## src/rtl/icm_buffer_set_del_dispatch_if.sv

```systemverilog
// Request/issue bundle for the ICM buffer set/del dispatcher.
// The master modport is the environment side: it drives the fill/invalidate
// producers and the Set/Del thread ready pulses. The slave modport is the
// dispatcher itself.
interface icm_buffer_set_del_dispatch_if #(
    parameter int ICM_ADDR_WIDTH    = 64,
    parameter int CACHE_ENTRY_WIDTH = 256,
    parameter int QUEUE_DEPTH       = 8
);
    localparam int CNT_W = $clog2(QUEUE_DEPTH) + 1;

    logic                         fill_valid;
    logic [ICM_ADDR_WIDTH-1:0]    fill_head;
    logic [CACHE_ENTRY_WIDTH-1:0] fill_data;
    logic                         fill_ready;

    logic                         inv_valid;
    logic [ICM_ADDR_WIDTH-1:0]    inv_head;
    logic                         inv_ready;

    logic                         set_req_valid;
    logic [ICM_ADDR_WIDTH-1:0]    set_req_head;
    logic [CACHE_ENTRY_WIDTH-1:0] set_req_data;
    logic                         set_req_ready;

    logic                         del_req_valid;
    logic [ICM_ADDR_WIDTH-1:0]    del_req_head;
    logic                         del_req_ready;

    logic [CNT_W-1:0]             queue_count;

    modport master (
        output fill_valid, fill_head, fill_data,
        output inv_valid, inv_head,
        output set_req_ready, del_req_ready,
        input  fill_ready, inv_ready,
        input  set_req_valid, set_req_head, set_req_data,
        input  del_req_valid, del_req_head,
        input  queue_count
    );

    modport slave (
        input  fill_valid, fill_head, fill_data,
        input  inv_valid, inv_head,
        input  set_req_ready, del_req_ready,
        output fill_ready, inv_ready,
        output set_req_valid, set_req_head, set_req_data,
        output del_req_valid, del_req_head,
        output queue_count
    );
endinterface

```

## src/rtl/icm_buffer_set_del_dispatch.sv

```systemverilog
// ICM buffer set/del dispatcher.
// Cache fills (set) and invalidates (del) are arbitrated round-robin into one
// shared circular queue, then issued one at a time, in acceptance order, to the
// Set/Del thread. Each issued request is held in registered outputs until the
// thread returns its one-cycle ready pulse.
module icm_buffer_set_del_dispatch #(
    parameter int ICM_ADDR_WIDTH    = 64,
    parameter int CACHE_ENTRY_WIDTH = 256,
    parameter int QUEUE_DEPTH       = 8
) (
    input  logic                          clk,
    input  logic                          rst,
    icm_buffer_set_del_dispatch_if.slave  bus
);
    localparam int PTR_W = $clog2(QUEUE_DEPTH);
    localparam int CNT_W = PTR_W + 1;

    // Arbitration pointer encoding: which side wins when both are valid.
    localparam logic RR_INV  = 1'b0;
    localparam logic RR_FILL = 1'b1;

    typedef enum logic [1:0] {
        IDLE      = 2'd0,
        ISSUE_SET = 2'd1,
        ISSUE_DEL = 2'd2
    } state_t;

    // Queue storage: op (1 = set, 0 = del), head, data (0 for del entries).
    logic                         op_mem   [QUEUE_DEPTH];
    logic [ICM_ADDR_WIDTH-1:0]    head_mem [QUEUE_DEPTH];
    logic [CACHE_ENTRY_WIDTH-1:0] data_mem [QUEUE_DEPTH];

    logic [PTR_W-1:0] wr_ptr_q;
    logic [PTR_W-1:0] rd_ptr_q;
    logic [CNT_W-1:0] count_q;
    logic [CNT_W-1:0] count_d;
    logic             rr_q;

    state_t                       state_q;
    logic                         set_vld_q;
    logic [ICM_ADDR_WIDTH-1:0]    set_head_q;
    logic [CACHE_ENTRY_WIDTH-1:0] set_data_q;
    logic                         del_vld_q;
    logic [ICM_ADDR_WIDTH-1:0]    del_head_q;

    logic full;
    logic empty;
    logic grant_fill;
    logic grant_inv;
    logic acc_fill;
    logic acc_inv;
    logic accept;
    logic pop;

    // Arbitration, accept/pop decisions and next occupancy. Fullness is taken
    // from the registered count, so a pop never frees a slot in its own cycle.
    always_comb begin
        full       = (count_q == CNT_W'(QUEUE_DEPTH));
        empty      = (count_q == '0);
        grant_fill = bus.fill_valid && (!bus.inv_valid || (rr_q == RR_FILL));
        grant_inv  = bus.inv_valid  && (!bus.fill_valid || (rr_q == RR_INV));
        acc_fill   = grant_fill && !full;
        acc_inv    = grant_inv  && !full;
        accept     = acc_fill || acc_inv;
        pop        = (state_q == IDLE) && !empty;
        count_d    = count_q + CNT_W'(accept) - CNT_W'(pop);
    end

    assign bus.fill_ready    = acc_fill;
    assign bus.inv_ready     = acc_inv;
    assign bus.queue_count   = count_q;
    assign bus.set_req_valid = set_vld_q;
    assign bus.set_req_head  = set_head_q;
    assign bus.set_req_data  = set_data_q;
    assign bus.del_req_valid = del_vld_q;
    assign bus.del_req_head  = del_head_q;

    // Queue write: stale contents are never read after reset because the
    // pointers and count restart at zero.
    always_ff @(posedge clk) begin
        if (accept) begin
            op_mem[wr_ptr_q]   <= acc_fill;
            head_mem[wr_ptr_q] <= acc_fill ? bus.fill_head : bus.inv_head;
            data_mem[wr_ptr_q] <= acc_fill ? bus.fill_data : '0;
        end
    end

    // Queue pointers, occupancy and round-robin pointer.
    always_ff @(posedge clk) begin
        if (!rst) begin
            wr_ptr_q <= '0;
            rd_ptr_q <= '0;
            count_q  <= '0;
            rr_q     <= RR_INV;
        end else begin
            if (accept) begin
                wr_ptr_q <= wr_ptr_q + PTR_W'(1);
                rr_q     <= acc_inv ? RR_FILL : RR_INV;
            end
            if (pop) begin
                rd_ptr_q <= rd_ptr_q + PTR_W'(1);
            end
            count_q <= count_d;
        end
    end

    // Issue FSM with registered outputs; outputs return to zero in IDLE and a
    // ready pulse for the other request type is ignored.
    always_ff @(posedge clk) begin
        if (!rst) begin
            state_q    <= IDLE;
            set_vld_q  <= 1'b0;
            set_head_q <= '0;
            set_data_q <= '0;
            del_vld_q  <= 1'b0;
            del_head_q <= '0;
        end else begin
            case (state_q)
                IDLE: begin
                    if (pop) begin
                        if (op_mem[rd_ptr_q]) begin
                            state_q    <= ISSUE_SET;
                            set_vld_q  <= 1'b1;
                            set_head_q <= head_mem[rd_ptr_q];
                            set_data_q <= data_mem[rd_ptr_q];
                        end else begin
                            state_q    <= ISSUE_DEL;
                            del_vld_q  <= 1'b1;
                            del_head_q <= head_mem[rd_ptr_q];
                        end
                    end
                end
                ISSUE_SET: begin
                    if (bus.set_req_ready) begin
                        state_q    <= IDLE;
                        set_vld_q  <= 1'b0;
                        set_head_q <= '0;
                        set_data_q <= '0;
                    end
                end
                ISSUE_DEL: begin
                    if (bus.del_req_ready) begin
                        state_q    <= IDLE;
                        del_vld_q  <= 1'b0;
                        del_head_q <= '0;
                    end
                end
                default: begin
                    state_q    <= IDLE;
                    set_vld_q  <= 1'b0;
                    set_head_q <= '0;
                    set_data_q <= '0;
                    del_vld_q  <= 1'b0;
                    del_head_q <= '0;
                end
            endcase
        end
    end
endmodule

```

## src/flat_wrapper.sv

```systemverilog
// flat-port wrapper written by rule: the top's interface ports become plain ports
module icm_buffer_set_del_dispatch_flat 
#(
    parameter int ICM_ADDR_WIDTH    = 64,
    parameter int CACHE_ENTRY_WIDTH = 256,
    parameter int QUEUE_DEPTH       = 8
)
  (clk, rst, bus_fill_valid, bus_fill_head, bus_fill_data, bus_inv_valid, bus_inv_head, bus_set_req_ready, bus_del_req_ready, bus_fill_ready, bus_inv_ready, bus_set_req_valid, bus_set_req_head, bus_set_req_data, bus_del_req_valid, bus_del_req_head, bus_queue_count);
  icm_buffer_set_del_dispatch_if #(.ICM_ADDR_WIDTH(ICM_ADDR_WIDTH), .CACHE_ENTRY_WIDTH(CACHE_ENTRY_WIDTH), .QUEUE_DEPTH(QUEUE_DEPTH)) bus_i ();
  input  logic clk;
  input  logic rst;
  input wire logic [$bits(bus_i.fill_valid)-1:0] bus_fill_valid;
  input wire logic [$bits(bus_i.fill_head)-1:0] bus_fill_head;
  input wire logic [$bits(bus_i.fill_data)-1:0] bus_fill_data;
  input wire logic [$bits(bus_i.inv_valid)-1:0] bus_inv_valid;
  input wire logic [$bits(bus_i.inv_head)-1:0] bus_inv_head;
  input wire logic [$bits(bus_i.set_req_ready)-1:0] bus_set_req_ready;
  input wire logic [$bits(bus_i.del_req_ready)-1:0] bus_del_req_ready;
  output wire logic [$bits(bus_i.fill_ready)-1:0] bus_fill_ready;
  output wire logic [$bits(bus_i.inv_ready)-1:0] bus_inv_ready;
  output wire logic [$bits(bus_i.set_req_valid)-1:0] bus_set_req_valid;
  output wire logic [$bits(bus_i.set_req_head)-1:0] bus_set_req_head;
  output wire logic [$bits(bus_i.set_req_data)-1:0] bus_set_req_data;
  output wire logic [$bits(bus_i.del_req_valid)-1:0] bus_del_req_valid;
  output wire logic [$bits(bus_i.del_req_head)-1:0] bus_del_req_head;
  output wire logic [$bits(bus_i.queue_count)-1:0] bus_queue_count;
  assign bus_i.fill_valid = bus_fill_valid;
  assign bus_i.fill_head = bus_fill_head;
  assign bus_i.fill_data = bus_fill_data;
  assign bus_i.inv_valid = bus_inv_valid;
  assign bus_i.inv_head = bus_inv_head;
  assign bus_i.set_req_ready = bus_set_req_ready;
  assign bus_i.del_req_ready = bus_del_req_ready;
  assign bus_fill_ready = bus_i.fill_ready;
  assign bus_inv_ready = bus_i.inv_ready;
  assign bus_set_req_valid = bus_i.set_req_valid;
  assign bus_set_req_head = bus_i.set_req_head;
  assign bus_set_req_data = bus_i.set_req_data;
  assign bus_del_req_valid = bus_i.del_req_valid;
  assign bus_del_req_head = bus_i.del_req_head;
  assign bus_queue_count = bus_i.queue_count;
  icm_buffer_set_del_dispatch #(.ICM_ADDR_WIDTH(ICM_ADDR_WIDTH), .CACHE_ENTRY_WIDTH(CACHE_ENTRY_WIDTH), .QUEUE_DEPTH(QUEUE_DEPTH)) u_core (.clk(clk), .rst(rst), .bus(bus_i));
endmodule
```

## config.mk

```make
export PLATFORM = sky130hd
export DESIGN_NAME = icm_buffer_set_del_dispatch_flat
export DESIGN_NICKNAME = d
export VERILOG_FILES = /design/src/rtl/icm_buffer_set_del_dispatch_if.sv /design/src/rtl/icm_buffer_set_del_dispatch.sv /design/src/flat_wrapper.sv
export SDC_FILE = /design/constraint.sdc
export NUM_CORES = 2
export LEC_CHECK = 0
export ABC_CLOCK_PERIOD_IN_PS = 38400
export CAP_MARGIN = 15
export CORE_MARGIN = 1.5
export CORE_UTILIZATION = 45
export DETAILED_ROUTE_END_ITERATION = 10
export PLACE_DENSITY = 0.73
export SLEW_MARGIN = 20
export SYNTH_ARGS = -nofsm -noshare
export SYNTH_HDL_FRONTEND = slang
export SYNTH_SLANG_ARGS = --single-unit
```

## constraint.sdc

```tcl
create_clock -name clk -period 38.4 [get_ports clk]
set_input_delay 5.76 -clock clk [delete_from_list [all_inputs] [get_ports clk]]
set_output_delay 5.76 -clock clk [all_outputs]
set_load 0.005 [all_outputs]
```

==> summary.md <==
| Metric | Value |
|---|---|
| Outcome | `complete, no violations` |
| Grt ovf | `0` |
| R2R Path End | `u_core.bus.set_req_head[44]$_SDFFE_PN0P_` |
| Row cnt | `184` |
| Synth top area share | `0.680` |
| Post-Syn Area | `113000 sq um` |
| R2R depth | `8` |
| Clk slew on worst S/H paths | `60 ps` |
| EDFF count, synth | `2568` |
| Crit path time final | `13460 ps` |
| Relative slew margins | `0.202` |
| All-Layer GR Usage | `0.205` |
| Max-slew violations | `0` |
| TritonCTS clock tree | `yes` |
| CP Launch Type | `primary input` |
| Routed wire length per instance | `26.3 microns` |
| Mean area per synthesized cell | `20.0 sq um` |
| Share of layout cells above drive strength 1 | `0.222` |
| Clk buf depth | `4` |
| Clk sinks | `2970` |
| TritonCTS buffer count | `313` |
| PortBufs | `781` |
| CP startpoint | `bus_inv_valid` |
| Initial cell density of the core | `0.452` |
| Initial antenna violation count | `30` |
| Drt pass-1 iters | `5` |
| Post-DP HPWL | `149000 microns` |
| # Post-CTS Setup Buffers | `0` |
| Root Driver | `clkbuf_16` |
| DRC | `0` |
| Arr. time, crit path | `7700 ps` |
| Unique masters post-synth | `45` |
| CTS Hold Buffers Added | `0` |
| Vias per std cell | `5.69` |
| Net count, final | `6910` |
| Leak Pwr | `0.0429 uW` |
| Clock Skew | `80.1 ps` |
| Setup crit end | `bus_fill_ready` |
| Synthesis-to-layout area growth | `18.7%` |
| Core Region | `251000 sq um` |
| Die area | `255000 sq um` |
| Reg2reg setup slack | `32890 ps` |
| Yosys top cell by area | `edfxtp_1` |
| Post-synth top cells | `2568 x edfxtp_1, 637 x mux4_2, 402 x dfxtp_1, 301 x mux2_2, 269 x nand2_1` |
| Largest net degree at the start of global routing | `149` |
| Gpl congestion | `0.777` |
| Die height | `505 microns` |
| Synth area leaders | `edfxtp_1 68%, mux4_2 13%, dfxtp_1 7.1%` |
| PostCTS Resize Cnt | `0` |
| YS warnings | `0` |
| RSZ-0062 raised after global routing | `false` |
| Fin crit share | `0.351` |
| Final setup viols | `0` |
| Critical Path End Type | `output pin` |
| PD cells | `74.3 nW/um^2` |
| Peak supply drop | `89.2 uV` |
| Total Wirelength | `266000 microns` |
| Number of max-cap violations | `0` |
| Min Hold Slack | `470 ps` |
| Syn Nets | `6086` |
| Post-route setup TNS | `0 ps` |
| Max Clk Rate | `0.0743 GHz` |
| DR iter-0 viols | `5660` |
| Overall Power | `10000 uW` |
| Ys flop type | `edfxtp_1` |
| DIE WIDTH | `505 microns` |
| Cell with the most instances after synthesis | `edfxtp_1` |
| Sequential area share after synthesis | `0.750` |
| Critical Path RT | `32640 ps` |
| Number of global-route vias before repair | `59700` |
| Hold crit path type | `reg2reg` |
| Final Hold Vio Count | `0` |
| Global-route wire length before repair | `392000 microns` |
| Number of synthesized register bits | `2970` |
| Boundary pin count | `782` |
| H-Tree Depth | `5` |
| Final ANT Viol Nets | `0` |
| Vias | `57500` |
| Worst-skew pair later-pin latency | `940 ps` |
| Post-synth ARST share | `0` |
| Slew @ Worst Pin | `1200 ps` |
| Syn Inst Count | `5688` |
| Critical path class | `in2out` |
| Crit Path Max Fanout | `57` |
report_power, final:
part           internal [uW]  total (uW)  switching, uW
combinational           1230        2690           1460
clock                   1730        2930           1190
sequential              4150        4380            233
critical path, cell delays in order:
cell,delay (ps)
clkdlybuf4s50_1,470
nand2b_1,110
and3_4,700
clkdlybuf4s50_1,630
routing by layer:
metal / vias to the layer above / track usage / part of all wire
met5: - / 0 / 0.00033
met4: 14 / 0.0756 / 0.033
met3: 443 / 0.0316 / 0.063
met2: 2221 / 0.347 / 0.50
met1: 30400 / 0.269 / 0.40
li1: 24500 / - / -
cell type report:
class,instances,area (sq um)
Antenna cell,13,32.5
Clock buffer,426,8700
Clock inverter,119,1190
Fill cell,18900,116000
Inverter,6,22.5
Multi-Input combinational cell,2345,26600
Sequential cell,2970,85200
Tap cell,3348,4190
Timing Repair Buffer,876,8790
kinds of logic after synthesis:
family                   after synthesis  share of synthesized area
AO/OA/AOI/OAI                        662                     0.0395
multiplexers                        1031                      0.165
XOR/XNOR                               6                   0.000463
buffers and inverters                373                     0.0163
adder cells (fa/ha/maj)                8                   0.000948
flip-flops                          2970                      0.750
AND/OR/NAND/NOR                      638                     0.0276
worst min path at each step:
stage / from / endpoint / slack (ps) / depth (start not counted)
after floorplan: u_core.rd_ptr_q[1]$_SDFFE_PN0P_ / register / 460 / 2
after global placement: u_core.bus.set_req_data[165]$_SDFFE_PN0P_ / u_core.bus.set_req_data[165]$_SDFFE_PN0P_ / 460 / 2
after detailed placement: u_core.bus.set_req_data[209]$_SDFFE_PN0P_ / u_core.bus.set_req_data[209]$_SDFFE_PN0P_ / 460 / 2
after CTS: u_core.bus.set_req_data[179]$_SDFFE_PN0P_ / u_core.bus.set_req_data[179]$_SDFFE_PN0P_ / 470 / 2
after global routing: u_core.bus.set_req_head[11]$_SDFFE_PN0P_ / u_core.bus.set_req_head[11]$_SDFFE_PN0P_ / 490 / 1
final: u_core.bus.set_req_data[111]$_SDFFE_PN0P_ / u_core.bus.set_req_data[111]$_SDFFE_PN0P_ / 470 / 2
per-stage QoR:
stage | instances | instance area (sq um) | util | worst slack [ps]
3_5_place_dp | 9543 | 125000 | 0.497 | 24970
2_1_floorplan | 5688 | 113000 | - | 529
6_report | 10100 | 135000 | 0.537 | 24940
5_1_grt | 10100 | 135000 | 0.537 | 24900
3_3_place_gp | 9543 | 125000 | 0.497 | 24970
4_1_cts | 10100 | 135000 | 0.536 | 24970
sequential cells by signal, summed over array words and instances (netlist names), 2 cells and up, named ones only:
signal / cells
u_core.bus.set_req_head: 64
u_core.wr_ptr_q: 3
u_core.bus.del_req_head: 64
u_core.data_mem: 2048
u_core.bus.queue_count: 4
u_core.rd_ptr_q: 3
u_core.head_mem: 512
u_core.state_q: 2
u_core.op_mem: 8
u_core.bus.set_req_data: 256
cells in the final DEF (no fill, tap or decap), types with 3 or more instances in the layout:
master,count
edfxtp_1,2568
clkdlybuf4s50_1,780
mux4_2,637
dfxtp_1,399
clkbuf_16,319
mux2_2,301
nand2_1,269
and2_1,265
o21ai_0,258
a21boi_1,239
a22o_1,128
clkbuf_1,75
buf_4,74
mux2i_1,73
nor2_1,70
clkinv_2,48
clkbuf_8,33
clkinv_1,30
bufinv_16,22
mux2_1,20
a21boi_0,20
buf_12,16
diode_2,13
ha_1,7
inv_6,7
inv_1,6
nor2b_1,6
nand2b_1,4
nor3_2,4
xnor2_1,4
a21oi_1,4
clkinvlp_4,4
nor2_4,3
a22oi_1,3
nand3_1,3
dfxtp_4,3
clkinv_8,3
buf_6,3
(Power assumes the default switching activity.)
